==> src/rtl/next_pc_unit_pkg.sv <==
// Shared types and constants for the next-PC unit: FSM states, redirect
// sources and the two sequential increment sizes.
package next_pc_unit_pkg;

    // RUN: no redirect waiting; HOLD: a redirect was captured during a stall.
    typedef enum logic {
        RUN,
        HOLD
    } state_e;

    // Where the next PC comes from, in increasing priority order.
    typedef enum logic [1:0] {
        SEQ,
        BR,
        JMP,
        TRAP
    } src_e;

    // Sequential step sizes for 16-bit and 32-bit instructions.
    localparam int unsigned INC_HALF = 2;
    localparam int unsigned INC_WORD = 4;

endpackage : next_pc_unit_pkg

==> src/rtl/next_pc_unit_target_sel.sv <==
// Combinational redirect selection. Picks the highest-priority redirect,
// cleans its low bits and rejects misaligned jump/branch targets.
module pc_target_sel
    import next_pc_unit_pkg::*;
#(
    parameter int unsigned XLEN   = 32,
    parameter int unsigned IALIGN = 32
) (
    input  logic            br_taken_i,
    input  logic [XLEN-1:0] br_target_i,
    input  logic            jump_i,
    input  logic [XLEN-1:0] jump_target_i,
    input  logic            trap_i,
    input  logic [XLEN-1:0] trap_vec_i,
    output logic            redir_valid_o,
    output logic            redir_is_trap_o,
    output logic [XLEN-1:0] redir_target_o,
    output logic            misalign_o,
    output logic [XLEN-1:0] misalign_addr_o
);

    // Trap vectors drop log2(IALIGN/8) low bits, so they can never be misaligned.
    localparam logic [XLEN-1:0] TRAP_MASK = (IALIGN == 32) ? XLEN'(3) : XLEN'(1);

    src_e            src;
    logic [XLEN-1:0] jmp_clean;
    logic [XLEN-1:0] trap_clean;
    logic            jmp_misaligned;
    logic            br_misaligned;

    assign jmp_clean  = jump_target_i & ~XLEN'(1);
    assign trap_clean = trap_vec_i & ~TRAP_MASK;

    // Bit 0 of a jump is always cleared, so jumps only fault on bit 1 with
    // 32-bit alignment; branches fault on bit 1 (IALIGN=32) or bit 0 (IALIGN=16).
    assign jmp_misaligned = (IALIGN == 32) ? jmp_clean[1] : 1'b0;
    assign br_misaligned  = (IALIGN == 32) ? br_target_i[1] : br_target_i[0];

    // Priority encode the live redirect requests.
    always_comb begin
        if (trap_i)          src = TRAP;
        else if (jump_i)     src = JMP;
        else if (br_taken_i) src = BR;
        else                 src = SEQ;
    end

    // Resolve the chosen source into a loadable target or a misalign event.
    // NOTE: every output gets a default first so no path leaves one unassigned
    // and infers a latch.
    always_comb begin
        redir_valid_o   = 1'b0;
        redir_is_trap_o = 1'b0;
        redir_target_o  = trap_clean;
        misalign_o      = 1'b0;
        misalign_addr_o = jmp_clean;
        unique case (src)
            TRAP: begin
                redir_valid_o   = 1'b1;
                redir_is_trap_o = 1'b1;
                redir_target_o  = trap_clean;
            end
            JMP: begin
                redir_target_o  = jmp_clean;
                misalign_addr_o = jmp_clean;
                if (jmp_misaligned) misalign_o    = 1'b1;
                else                redir_valid_o = 1'b1;
            end
            BR: begin
                redir_target_o  = br_target_i;
                misalign_addr_o = br_target_i;
                if (br_misaligned) misalign_o    = 1'b1;
                else               redir_valid_o = 1'b1;
            end
            default: ;
        endcase
    end

endmodule : pc_target_sel

==> src/rtl/next_pc_unit.sv <==
// Program counter with sequential increment, prioritised redirects, a
// one-entry pending redirect buffer for stalls, and misalign reporting.
module next_pc_unit
    import next_pc_unit_pkg::*;
#(
    parameter int unsigned XLEN     = 32,
    parameter logic [31:0] RESET_PC = 32'h20,
    parameter int unsigned IALIGN   = 32
) (
    input  logic            clk,
    input  logic            rst_n,
    input  logic            stall_i,
    input  logic            compressed_i,
    input  logic            br_taken_i,
    input  logic [XLEN-1:0] br_target_i,
    input  logic            jump_i,
    input  logic [XLEN-1:0] jump_target_i,
    input  logic            trap_i,
    input  logic [XLEN-1:0] trap_vec_i,
    output logic [XLEN-1:0] pc_o,
    output logic [XLEN-1:0] pc_seq_o,
    output logic            redirect_o,
    output logic            misalign_o,
    output logic [XLEN-1:0] misalign_addr_o
);

    state_e          state_q, state_d;
    logic [XLEN-1:0] pc_q, pc_d;
    logic [XLEN-1:0] pend_target_q, pend_target_d;
    logic            pend_trap_q, pend_trap_d;
    logic            redirect_q, redirect_d;
    logic            misalign_q, misalign_d;
    logic [XLEN-1:0] maddr_q, maddr_d;

    logic            sel_valid;
    logic            sel_is_trap;
    logic [XLEN-1:0] sel_target;
    logic            sel_misalign;
    logic [XLEN-1:0] sel_maddr;
    logic [XLEN-1:0] inc;

    pc_target_sel #(
        .XLEN   (XLEN),
        .IALIGN (IALIGN)
    ) u_target_sel (
        .br_taken_i      (br_taken_i),
        .br_target_i     (br_target_i),
        .jump_i          (jump_i),
        .jump_target_i   (jump_target_i),
        .trap_i          (trap_i),
        .trap_vec_i      (trap_vec_i),
        .redir_valid_o   (sel_valid),
        .redir_is_trap_o (sel_is_trap),
        .redir_target_o  (sel_target),
        .misalign_o      (sel_misalign),
        .misalign_addr_o (sel_maddr)
    );

    // Compressed instructions only shorten the step when 16-bit alignment is enabled.
    assign inc      = ((IALIGN == 16) && compressed_i) ? XLEN'(INC_HALF) : XLEN'(INC_WORD);
    assign pc_seq_o = pc_q + inc;

    // Next-state logic for the PC, pending buffer, FSM and registered pulses.
    always_comb begin
        state_d       = state_q;
        pc_d          = pc_q;
        pend_target_d = pend_target_q;
        pend_trap_d   = pend_trap_q;
        redirect_d    = 1'b0;
        misalign_d    = sel_misalign;
        maddr_d       = sel_misalign ? sel_maddr : maddr_q;

        if (stall_i) begin
            // Capture valid redirects; a pending trap yields only to a newer trap.
            if (sel_valid) begin
                if ((state_q == RUN) || !pend_trap_q || sel_is_trap) begin
                    pend_target_d = sel_target;
                    pend_trap_d   = sel_is_trap;
                end
                state_d = HOLD;
            end
        end else begin
            state_d     = RUN;
            pend_trap_d = 1'b0;
            if (sel_valid && sel_is_trap) begin
                pc_d       = sel_target;
                redirect_d = 1'b1;
            end else if (state_q == HOLD) begin
                pc_d       = pend_target_q;
                redirect_d = 1'b1;
            end else if (sel_valid) begin
                pc_d       = sel_target;
                redirect_d = 1'b1;
            end else begin
                pc_d = pc_seq_o;
            end
        end
    end

    // State registers with synchronous active-low reset.
    // NOTE: sequential state uses non-blocking assignments so every flop
    // samples pre-edge values regardless of statement order.
    always_ff @(posedge clk) begin
        if (!rst_n) begin
            state_q     <= RUN;
            pc_q        <= XLEN'(RESET_PC);
            pend_trap_q <= 1'b0;
            redirect_q  <= 1'b0;
            misalign_q  <= 1'b0;
            maddr_q     <= '0;
        end else begin
            state_q     <= state_d;
            pc_q        <= pc_d;
            pend_trap_q <= pend_trap_d;
            redirect_q  <= redirect_d;
            misalign_q  <= misalign_d;
            maddr_q     <= maddr_d;
        end
    end

    // Pending target payload; only meaningful while in HOLD.
    // NOTE: datapath payload needs no reset because state_q qualifies it.
    always_ff @(posedge clk) begin
        pend_target_q <= pend_target_d;
    end

    assign pc_o            = pc_q;
    assign redirect_o      = redirect_q;
    assign misalign_o      = misalign_q;
    assign misalign_addr_o = maddr_q;

endmodule : next_pc_unit
==> config.mk <==
export PLATFORM = sky130hd
export DESIGN_NAME = next_pc_unit
export DESIGN_NICKNAME = d
export VERILOG_FILES = /design/src/rtl/next_pc_unit_pkg.sv /design/src/rtl/next_pc_unit_target_sel.sv /design/src/rtl/next_pc_unit.sv
export SDC_FILE = /design/constraint.sdc
export NUM_CORES = 1
export LEC_CHECK = 0
export BUFFER_PORTS_ARGS = -buffer_cell sky130_fd_sc_hd__clkbuf_2
export CORE_ASPECT_RATIO = 1.1
export CORE_UTILIZATION = 50
export DETAILED_ROUTE_END_ITERATION = 7
export GPL_TIMING_DRIVEN = 0
export PLACE_DENSITY_LB_ADDON = 0.1
export SYNTH_ARGS = -nofsm -noshare
export SYNTH_HDL_FRONTEND = slang
export SYNTH_SLANG_ARGS = --single-unit
==> constraint.sdc <==
create_clock -name clk -period 5 [get_ports clk]
set_input_delay 0.5 -clock clk [delete_from_list [all_inputs] [get_ports clk]]
set_output_delay 0.5 -clock clk [all_outputs]
set_load 0.005 [all_outputs]
==> qor.txt, run 1 <==
=================================================================================================
All-Layer GR Usage                                                                         33.91%
Critical path type                                                                        reg2out
Max-slew headroom                                                                          39.39%
Share of synthesized registers carrying an async set or reset                                  0%
Area of combinational cells with multiple inputs                                         2987 µm²
Power per cell area                                                                  309.7 nW/µm²
Startpoint kind of the worst setup timing path                                          flip-flop
Final routed wirelength across all metal layers                                          19050 µm
Starting density of the core                                                               51.13%
Met2 track demand over resource in global routing                                          54.22%
Worst reg2reg startpoint                                                                  state_q
Violation count after the first detailed-route iteration                                      322
TNS Setup                                                                                    0 ns
Setup repair after global routing missed its margin                                            no
Crit path launch                                                                          pc_o[2]
Gr busiest metal                                                                             met2
Launch point of the worst hold path                                                  br_target_i[0]
Total clock buffers created by CTS                                                              9
TritonCTS clock tree                                                                         done
Max-slew violations                                                                             0
Fin nets                                                                                      933
Count of max-cap constraint violations                                                          0
Yosys synthesis warning count                                                                   0
Data required time at the worst endpoint                                                  4.50 ns
Post-synth top flop                                                                  sky130_fd_sc_hd__dfxtp_1
Met1 routing resource usage after global routing                                           45.11%
Final hold slack                                                                        0.4456 ns
Number of inserted filler cells in the final layout                                           964
GR Layer Usage met3                                                                        6.725%
Die boundary width                                                                       102.5 µm
Flip-flop and latch area                                                                 2322 µm²
GP Congestion                                                                              0.9316
Post-place setup slack                                                                   1.757 ns
Commonest non-fill, non-tap cell in the layout                                       sky130_fd_sc_hd__clkbuf_2
Number of distinct library cell variants in the gate-level netlist after synthesis             59
Post-Synthesis Mean Instance Area                                                       8.971 µm²
Wire length per cell after detailed routing                                              19.52 µm
Least-Margin Pin Slew                                                                   0.9042 ns
Maximum frequency from static timing analysis                                           328.8 MHz
Global-route wire length before repair                                                   29520 µm
Share of layout cells above drive strength 1                                               29.07%
Placeable core area                                                                     10860 µm²
Grt total ovfl                                                                                  0
Total of flip-flops plus latches after synthesis                                              100
EDFF count, synth                                                                              32
CTS sink cnt                                                                                  100
Vertical extent of the die                                                               112.5 µm
DR vias/cell                                                                                5.897
Setup Skew                                                                            0.005862 ns
Leakage Power                                                                         0.002980 µW
Post-Route Utilization                                                                     64.85%
Number of post-CTS setup repair buffers                                                         0
Leading cell types in the layout, fill and taps excluded                             sky130_fd_sc_hd__clkbuf_2, sky130_fd_sc_hd__nor2_1, sky130_fd_sc_hd__dfxtp_1
Number of placement rows                                                                       40
Status                                                                                  completed
# port buffers                                                                                194
Die outline area                                                                        11530 µm²
Class of the worst hold path                                                               in2reg
Number of remaining DRC errors                                                                  0
Max rail drop VDD                                                                        175.1 µV
Number of global-route vias before repair                                                    5484
CTS max path bufs                                                                               2
Cell area after synthesis                                                                5553 µm²
Fraction of the cycle the final worst path needs                                           60.83%
Count of boundary I/O pins                                                                    201
Sequential cell area fraction in the yosys report                                          41.82%
Clock period minus final worst setup slack                                               3.041 ns
Number of instances in the synthesized netlist                                                619
Data arrival at the endpoint of the critical path                                         2.54 ns
Post-layout worst setup margin                                                           1.959 ns
ANT cells                                                                                       0
Total of cells resized after clock tree synthesis                                               0
Clock root buffer master                                                             sky130_fd_sc_hd__clkbuf_16
Synthesis-to-layout area growth                                                            26.84%
Highest net fanout along the worst path                                                         6
Syn Nets                                                                                      727
CTS HTree Levels                                                                                3
Clock transition at the registers of the reported paths                                   0.07 ns
Kind of capture point of the worst setup path                                         output port
Maximum number of pins on one net before global-route repair                                   20
Via count                                                                                    5755
Final Hold Viols                                                                                0
Number of antenna violations at the first check in global routing                               0
Number of setup violations in the final report                                                  0
Half-perimeter wire length after placement                                               14670 µm
Final ANT Viol Nets                                                                             0
Number of hold-repair buffers added at the cts stage                                            0
Clock latency at the later pin of the worst-skew pair                                     0.34 ns
Detailed-router iteration count before antenna repair                                           7
=================================================================================================
## critical path, stage by stage, from the launching register on
cell and delay [ns]:
sky130_fd_sc_hd__dfxtp_1 0.46, sky130_fd_sc_hd__nand3_1 0.32, sky130_fd_sc_hd__nor4_4 0.52, sky130_fd_sc_hd__nand3_1 0.28, sky130_fd_sc_hd__nor2_1 0.18, sky130_fd_sc_hd__xor2_1 0.26, sky130_fd_sc_hd__clkbuf_2 0.17
## power by group
group	switching, µW	leakage, µW	internal (µW)
Combinational	292	0.00197	201
Clock	305	0.000146	413
Sequential	58.1	0.000862	913
## metal layers
| layer | vias up | wire, µm |
|---|---|---|
| li1 | 2716 | - |
| met1 | 2710 | 7969 |
| met2 | 296 | 8932 |
| met3 | 33 | 1687 |
| met4 | 0 | 458 |
| met5 | - | 0 |
## cell usage after synthesis (5+ instances only)
cell type | count | area [µm²]
sky130_fd_sc_hd__nor2_1 | 88 | 330.3
sky130_fd_sc_hd__dfxtp_1 | 68 | 1361
sky130_fd_sc_hd__a21oi_1 | 58 | 290.3
sky130_fd_sc_hd__mux2i_1 | 38 | 380.4
sky130_fd_sc_hd__nand2_1 | 37 | 138.9
sky130_fd_sc_hd__a22oi_1 | 36 | 270.3
sky130_fd_sc_hd__a211oi_1 | 33 | 247.7
sky130_fd_sc_hd__edfxtp_1 | 32 | 960.9
sky130_fd_sc_hd__o21ai_0 | 28 | 140.1
sky130_fd_sc_hd__clkbuf_1 | 27 | 101.4
sky130_fd_sc_hd__xnor2_1 | 21 | 183.9
sky130_fd_sc_hd__inv_1 | 11 | 41.29
sky130_fd_sc_hd__a31oi_1 | 10 | 62.56
sky130_fd_sc_hd__buf_2 | 10 | 50.05
sky130_fd_sc_hd__nand3_1 | 10 | 50.05
sky130_fd_sc_hd__nand4_1 | 10 | 62.56
sky130_fd_sc_hd__xor2_1 | 7 | 61.31
sky130_fd_sc_hd__a21o_1 | 6 | 45.04
sky130_fd_sc_hd__a22o_1 | 6 | 52.55
sky130_fd_sc_hd__nor3_1 | 6 | 30.03
sky130_fd_sc_hd__ha_1 | 5 | 62.56
## registers in the layout, indices dropped and copies added, names as in the netlist
| name | count |
|---|---|
| pend_trap_q | 1 |
| misalign_addr_o | 32 |
| misalign_o | 1 |
| redirect_o | 1 |
| pc_o | 32 |
| state_q | 1 |
| pend_target_q | 32 |
## worst paths after layout
kind                                            to  slack (ns)  cells past startpoint
worst max register to register    pend_target_q[8]        2.59                      5
worst min register to register            pc_o[16]        0.48                      2
worst min-delay path            misalign_addr_o[0]        0.45                      3
worst max-delay path                  pc_seq_o[25]        1.96                      6
## cell families after synthesis
family,after synthesis,share of synthesized area (%)
xor gates and xnor gates,28,4.416
AOI/OAI and AO/OA,208,24.81
adders and majority gates,5,1.127
muxes,38,6.850
buffers and inverters,58,4.619
and+or+nand+nor,182,16.36
DFF,100,41.82
## per-stage QoR
stage | cell area, µm² | instances | total power [µW]
after floorplan | 5553 | 619 | 1248
after global placement | 6708 | 960 | 1453
after detailed placement | 6748 | 961 | 1470
after CTS | 7043 | 976 | 2168
after global routing | 7043 | 976 | 2268
final | 7043 | 976 | 2181
## cell type report
| type | count | area share, % |
|---|---|---|
| inverters | 12 | 0.6395 |
| clock buffers | 13 | 3.695 |
| clock inverters | 2 | 0.4974 |
| well taps | 147 | 2.611 |
| flip-flops and latches | 100 | 32.97 |
| multi-input cells | 461 | 42.41 |
| repair buffers | 195 | 14.18 |
| plain buffers | 46 | 3.002 |
(Power assumes the default switching activity.)
==> inputs of run 2 (changes only) <==
--- a/config.mk
+++ b/config.mk
@@ -5,9 +5,10 @@
 export SDC_FILE = /design/constraint.sdc
 export NUM_CORES = 1
 export LEC_CHECK = 0
+export ABC_AREA = 1
 export BUFFER_PORTS_ARGS = -buffer_cell sky130_fd_sc_hd__clkbuf_2
 export CORE_ASPECT_RATIO = 1.1
-export CORE_UTILIZATION = 50
+export CORE_UTILIZATION = 51
 export DETAILED_ROUTE_END_ITERATION = 7
 export GPL_TIMING_DRIVEN = 0
 export PLACE_DENSITY_LB_ADDON = 0.1
==> constraint.sdc (replaced) <==
create_clock -name clk -period 2.9 [get_ports clk]
set_input_delay 0.29 -clock clk [delete_from_list [all_inputs] [get_ports clk]]
set_output_delay 0.29 -clock clk [all_outputs]
set_load 0.005 [all_outputs]
==> run 2 against run 1 <==
Net effect: wire length down 1.9%; first-iteration DRC count up 29%; clock-buffer cell count decreased by 2; global-route usage is 2.1 points lower; combinational power rose by 74%; utilization increased by 1.9 points; die area increased by 2.8%; clock skew rose by 0.0037 ns; critical path depth grew 6; cell count rose by 25%; power grew 76%; via count is 11% higher; highest routed layer unchanged.
==> qor.txt, run 2 <==
=================================================================================================
Status                                                                                  completed
Syn Nets                                                                                      972
Critical path's most frequent cell                                                   sky130_fd_sc_hd__nand2_1
Count of boundary I/O pins                                                                    201
Cell type contributing the most total cell area after synthesis                      sky130_fd_sc_hd__dfxtp_1
Fin nets                                                                                     1180
Post-synth top cells                                                                 sky130_fd_sc_hd__nand2_1, sky130_fd_sc_hd__nor2_1, sky130_fd_sc_hd__dfxtp_1
Final non-filler cell area                                                               7355 µm²
# port buffers                                                                                196
Half-perimeter wire length after placement                                               14430 µm
Number of antenna violations at the first check in global routing                               0
Number of global-route vias before repair                                                    5889
Final routed wirelength across all metal layers                                          18690 µm
Starting density of the core                                                               52.91%
Commonest non-fill, non-tap cell in the layout                                       sky130_fd_sc_hd__nand2_1
Worst-path cell chain                                                                clkbuf_2 -> inv_1 -> a21oi_1 -> ha_1 -> nand2_1 -> nand3_1 -> nand2_1 -> buf_2 -> inv_1 -> nand2_1 -> a21oi_4 -> buf_16
Maximum frequency from static timing analysis                                           441.0 MHz
Post-synth top flop                                                                  sky130_fd_sc_hd__dfxtp_1
Cells taking the most area after synthesis                                           sky130_fd_sc_hd__dfxtp_1, sky130_fd_sc_hd__nand2_1, sky130_fd_sc_hd__edfxtp_1
Total of cells resized after clock tree synthesis                                               0
Max rail drop VDD                                                                        317.4 µV
Leakage Power                                                                         0.003734 µW
Share of layout cells above drive strength 1                                               25.26%
Placeable core area                                                                     11010 µm²
Global-route wire length before repair                                                   29640 µm
Number of distinct library cell variants in the gate-level netlist after synthesis             34
Maximum number of pins on one net before global-route repair                                   21
Clock root buffer master                                                             sky130_fd_sc_hd__clkbuf_16
Post-Route Utilization                                                                     66.80%
Wire length per cell after detailed routing                                              15.27 µm
Die outline area                                                                        11860 µm²
Number of hold-repair buffers added at the cts stage                                            0
Final ANT Viol Nets                                                                             0
Detailed-router iteration count before antenna repair                                           5
Least-Margin Pin Slew                                                                   0.5113 ns
Number of placement rows                                                                       40
Vertical extent of the die                                                               114.1 µm
Post-Place Cell Area                                                                     7029 µm²
Final total power                                                                         3847 µW
Number of setup violations in the final report                                                  0
DR vias/cell                                                                                5.230
Critical path type                                                                         in2reg
Setup Skew                                                                            0.009541 ns
CTS max path bufs                                                                               2
Max-slew violations                                                                             0
Clock period minus final worst setup slack                                               2.267 ns
Fraction of the cycle the final worst path needs                                           78.18%
Total clock buffers created by CTS                                                              9
Share of synthesized registers carrying an async set or reset                                  0%
Clock latency at the later pin of the worst-skew pair                                     0.34 ns
Data required time at the worst endpoint                                                  2.95 ns
Class of the worst hold path                                                               in2reg
Leading cell types in the layout, fill and taps excluded                             sky130_fd_sc_hd__nand2_1, sky130_fd_sc_hd__clkbuf_2, sky130_fd_sc_hd__nor2_1
Yosys synthesis warning count                                                                   0
CTS sink cnt                                                                                  100
ANT cells                                                                                       0
Top-count cell post-synth                                                            sky130_fd_sc_hd__nand2_1
Violation count after the first detailed-route iteration                                      416
Grt total ovfl                                                                                  0
Post-Synthesis Mean Instance Area                                                       6.743 µm²
CTS HTree Levels                                                                                3
Setup repair after global routing missed its margin                                            no
Number of remaining DRC errors                                                                  0
Sequential cell area fraction in the yosys report                                          39.86%
Clock transition at the registers of the reported paths                                   0.07 ns
Power per cell area                                                                  523.1 nW/µm²
Cell area after synthesis                                                                5826 µm²
Die boundary width                                                                       103.9 µm
Final hold slack                                                                        0.2026 ns
Via count                                                                                    6402
Startpoint kind of the worst setup timing path                                       primary input
Data arrival at the endpoint of the critical path                                         2.31 ns
Max-slew headroom                                                                          65.84%
Total of flip-flops plus latches after synthesis                                              100
All-Layer GR Usage                                                                         31.79%
Post-synth top area share                                                                  23.37%
Final Hold Viols                                                                                0
Number of post-CTS setup repair buffers                                                         0
EDFF count, synth                                                                              32
Largest incremental delay on the critical path                                            0.42 ns
GP Congestion                                                                              0.9498
Number of instances in the synthesized netlist                                                864
Critical Path Slowest Stage Cell                                                     sky130_fd_sc_hd__a21oi_4
Kind of capture point of the worst setup path                                           flip-flop
TritonCTS clock tree                                                                         done
Synthesis-to-layout area growth                                                            26.25%
Count of max-cap constraint violations                                                          0
Highest net fanout along the worst path                                                        20
=================================================================================================
## run 2: changes by cell type in the layout (fill, tap and decap cells not counted), moves of 9 or more
| cell | previous run | this run |
|---|---|---|
| sky130_fd_sc_hd__a211oi_1 | 32 | 2 |
| sky130_fd_sc_hd__a21oi_1 | 58 | 6 |
| sky130_fd_sc_hd__a22oi_1 | 36 | 0 |
| sky130_fd_sc_hd__a31oi_1 | 10 | 60 |
| sky130_fd_sc_hd__buf_2 | 10 | 21 |
| sky130_fd_sc_hd__clkbuf_1 | 29 | 15 |
| sky130_fd_sc_hd__inv_1 | 11 | 64 |
| sky130_fd_sc_hd__mux2i_1 | 38 | 0 |
| sky130_fd_sc_hd__nand2_1 | 37 | 346 |
| sky130_fd_sc_hd__nand3_1 | 10 | 32 |
| sky130_fd_sc_hd__nand4_1 | 10 | 1 |
| sky130_fd_sc_hd__o21ai_0 | 28 | 50 |
| sky130_fd_sc_hd__xnor2_1 | 21 | 5 |
## run 2: where the power goes
part           total [µW]  internal [µW]  switching (µW)
registers            1670           1570            97.6
clock network        1320            784             535
logic                 856            332             524
## run 2: metal layers
layer,track usage [%],part of all wire [%],vias up
li1,-,-,3207
met1,41.70,42,2839
met2,53.29,47,322
met3,4.838,8.3,34
met4,12.00,2.2,0
met5,0,0,-
## run 2: final timing paths
kind / depth (start not counted) / end / start / slack [ns]
max: 12 / pend_target_q[1] / jump_i / 0.63
min: 3 / misalign_addr_o[16] / jump_target_i[16] / 0.20
max reg2reg: 5 / pend_target_q[1] / state_q / 0.98
min reg2reg: 2 / misalign_addr_o[0] / misalign_addr_o[0] / 0.49
## run 2: critical path: cells and delay by family
family | cells | cell delay, ns
AO/OA/AOI/OAI | 2 | 0.69
buffers and inverters | 5 | 0.68
AND/OR/NAND/NOR | 4 | 0.35
adder cells (fa/ha/maj) | 1 | 0.29
## run 2: layout make-up
class	instances	area (µm²)
plain buffers	42	216.5
clock buffers	11	242.7
clock inverters	5	82.58
fillers	1056	3656
inverters	70	262.8
multi-input cells	652	3035
flip-flops and latches	100	2322
well taps	147	183.9
repair buffers	197	1008
## run 2: cells by family after synthesis
family          share of synthesized area [%]
simple gates                            35.74
compound gates                          13.04
buf+inv                                 8.226
flops                                   39.86
xor+xnor                                2.062
fa+ha+maj                               1.074
## run 2: through the flow
stage	setup TNS, ns	std cells	worst slack (ns)
floorplan	0	864	0.3119
global placement	-13.10	1207	-0.4101
detailed placement	0	1208	0.2902
CTS	0	1224	0.6564
global route	0	1224	0.4528
finish	0	1224	0.6326
==> inputs of run 3 (changes only) <==
==> constraint.sdc (replaced) <==
create_clock -name clk -period 2.14 [get_ports clk]
set_input_delay 0.214 -clock clk [delete_from_list [all_inputs] [get_ports clk]]
set_output_delay 0.214 -clock clk [all_outputs]
set_load 0.005 [all_outputs]
==> run 3 against run 2 <==
Net effect: critical path depth is 5 lower; flip-flop and latch count stayed put; register-to-register slack got worse by 0.50 ns; die area is the same; largest cell class unchanged.
==> qor.txt, run 3 (synthesized netlist as in run 2, its figures left out) <==
================================================================================
Clock latency at the later pin of the worst-skew pair                    0.35 ns
Sw frac                                                                   31.87%
GP Congestion                                                             0.9314
TritonCTS clock tree                                                        done
Detailed-router iteration count before antenna repair                          5
Final Hold Viols                                                               0
Max-slew violations                                                            0
Share of layout cells above drive strength 1                              26.30%
Power per cell area                                                 674.6 nW/µm²
Number of global-route vias before repair                                   5852
Highest net fanout along the worst path                                        5
Met2 track demand over resource in global routing                         53.69%
Internal power                                                           3397 µW
CTS sink cnt                                                                 100
Critical Path Slowest Stage Cell                                    sky130_fd_sc_hd__dfxtp_1
Violation count after the first detailed-route iteration                     369
Data required time at the worst endpoint                                 1.93 ns
Die outline area                                                       11860 µm²
GR Layer Usage met3                                                       4.269%
Critical path's most frequent cell                                  sky130_fd_sc_hd__nand2_1
Psw                                                                      1589 µW
Final routed wirelength across all metal layers                         18590 µm
Final ANT Viol Nets                                                            0
Number of remaining DRC errors                                                 0
Number of inserted filler cells in the final layout                         1025
Max-slew headroom                                                         66.03%
Met1 routing resource usage after global routing                          41.84%
Kind of capture point of the worst setup path                        output port
Fin nets                                                                    1183
Number of placement rows                                                      40
Reg power frac                                                             45.5%
# port buffers                                                               196
Final total power                                                        4986 µW
Maximum number of pins on one net before global-route repair                  18
Total clock buffers created by CTS                                             9
Starting density of the core                                              52.91%
DR vias/cell                                                               5.183
Critical path type                                                       reg2out
Number of placed instances, taps included                                   1207
TNS Setup                                                                   0 ns
Final hold slack                                                       0.1058 ns
Max rail drop VDD                                                       402.0 µV
Slack of the worst reg-to-reg path                                       0.48 ns
Clock period minus final worst setup slack                              2.009 ns
CTS HTree Levels                                                               3
Largest incremental delay on the critical path                           0.45 ns
Global-route wire length before repair                                  29490 µm
Half-perimeter wire length after placement                              14210 µm
Count of max-cap constraint violations                                         0
Number of cells in the finished layout apart from fillers                   1227
Number of antenna violations at the first check in global routing              0
Startpoint kind of the worst setup timing path                         flip-flop
Via count                                                                   6359
Fraction of the cycle the final worst path needs                          93.87%
Number of hold-repair buffers added at the cts stage                           0
All-Layer GR Usage                                                        31.67%
Data arrival at the endpoint of the critical path                        1.79 ns
Leading cell types in the layout, fill and taps excluded            sky130_fd_sc_hd__nand2_1, sky130_fd_sc_hd__clkbuf_2, sky130_fd_sc_hd__nor2_1
Grt total ovfl                                                                 0
Placeable core area                                                    11010 µm²
Clock transition at the registers of the reported paths                  0.07 ns
Status                                                                 completed
Wire length per cell after detailed routing                             15.15 µm
Post-Route Utilization                                                    67.13%
Clock network fraction of total power                                      30.8%
Vertical extent of the die                                              114.1 µm
Class of the worst hold path                                              in2reg
Number of setup violations in the final report                                 0
Worst-path cell chain                                               nand2_1 -> nor2_2 -> nand2_1 -> nor2_8 -> xnor2_1 -> inv_1 -> clkbuf_2
Die boundary width                                                      103.9 µm
Clock root buffer master                                            sky130_fd_sc_hd__clkbuf_16
Comb power frac                                                            23.6%
Setup Skew                                                           0.006912 ns
Count of boundary I/O pins                                                   201
CTS max path bufs                                                              2
Maximum frequency from static timing analysis                          497.8 MHz
ANT cells                                                                      0
Setup repair after global routing missed its margin                           no
Commonest non-fill, non-tap cell in the layout                      sky130_fd_sc_hd__nand2_1
Synthesis-to-layout area growth                                           26.87%
Gr busiest metal                                                            met2
Least-Margin Pin Slew                                                  0.5095 ns
Leakage Power                                                        0.003710 µW
================================================================================
run 3: critical path, delay by kind of cell (launching register included):
family,cells,cell delay (ns)
buffers and inverters,2,0.18
DFF,1,0.45
xor gates and xnor gates,1,0.17
and+or+nand+nor,4,0.65
run 3: layer usage:
metal	up-vias	wire (µm)
met4	0	359
met5	-	0
met3	33	1407
li1	3203	-
met2	297	8909
met1	2826	7909
run 3: power by group through the flow:
| stage | registers [µW] | logic (µW) | clock network (µW) |
|---|---|---|---|
| 4_1_cts | 2270 | 1140 | 1550 |
| 5_1_grt | 2290 | 1310 | 1630 |
| 2_1_floorplan | 2280 | 652 | 0 |
| 6_report | 2270 | 1180 | 1540 |
| 3_5_place_dp | 2310 | 1130 | 0 |
| 3_3_place_gp | 2300 | 1110 | 0 |
run 3: path summary, 6_finish.rpt:
kind,startpoint,to,depth (start not counted)
worst max-delay path,pc_o[14],pc_seq_o[17],7
worst min-delay path,br_target_i[0],misalign_addr_o[0],3
worst max register to register,pc_o[14],pc_o[21],11
worst min register to register,misalign_addr_o[0],misalign_addr_o[0],2
run 3: stage by stage:
| step | cell area [µm²] | setup WS (ns) |
|---|---|---|
| floorplan | 5846 | 0.001156 |
| global placement | 7010 | -0.5279 |
| detailed placement | 7010 | -0.5784 |
| CTS | 7306 | 0.01153 |
| global route | 7391 | 0.0001186 |
| finish | 7391 | 0.1313 |
run 3: area by class of cell:
| cell class | count | area [µm²] | share of cell area (%) |
|---|---|---|---|
| multi-input combinational | 653 | 3093 | 41.85 |
| tap | 147 | 183.9 | 2.489 |
| clock inverter | 6 | 50.05 | 0.6772 |
| timing repair buffer | 199 | 1028 | 13.92 |
| buffer | 42 | 219.0 | 2.963 |
| clock buffer | 10 | 229.0 | 3.098 |
| inverter | 70 | 262.8 | 3.555 |
| sequential | 100 | 2325 | 31.45 |
run 3: timing repair:
| action | 4_1_cts | 5_1_grt |
|---|---|---|
| pin swaps | 0 | 1 |
| resized for setup | 1 | 9 |
| endpoints found under the setup margin | 32 | 45 |
| buffers inserted | 0 | 3 |
| cloned | 1 | 0 |
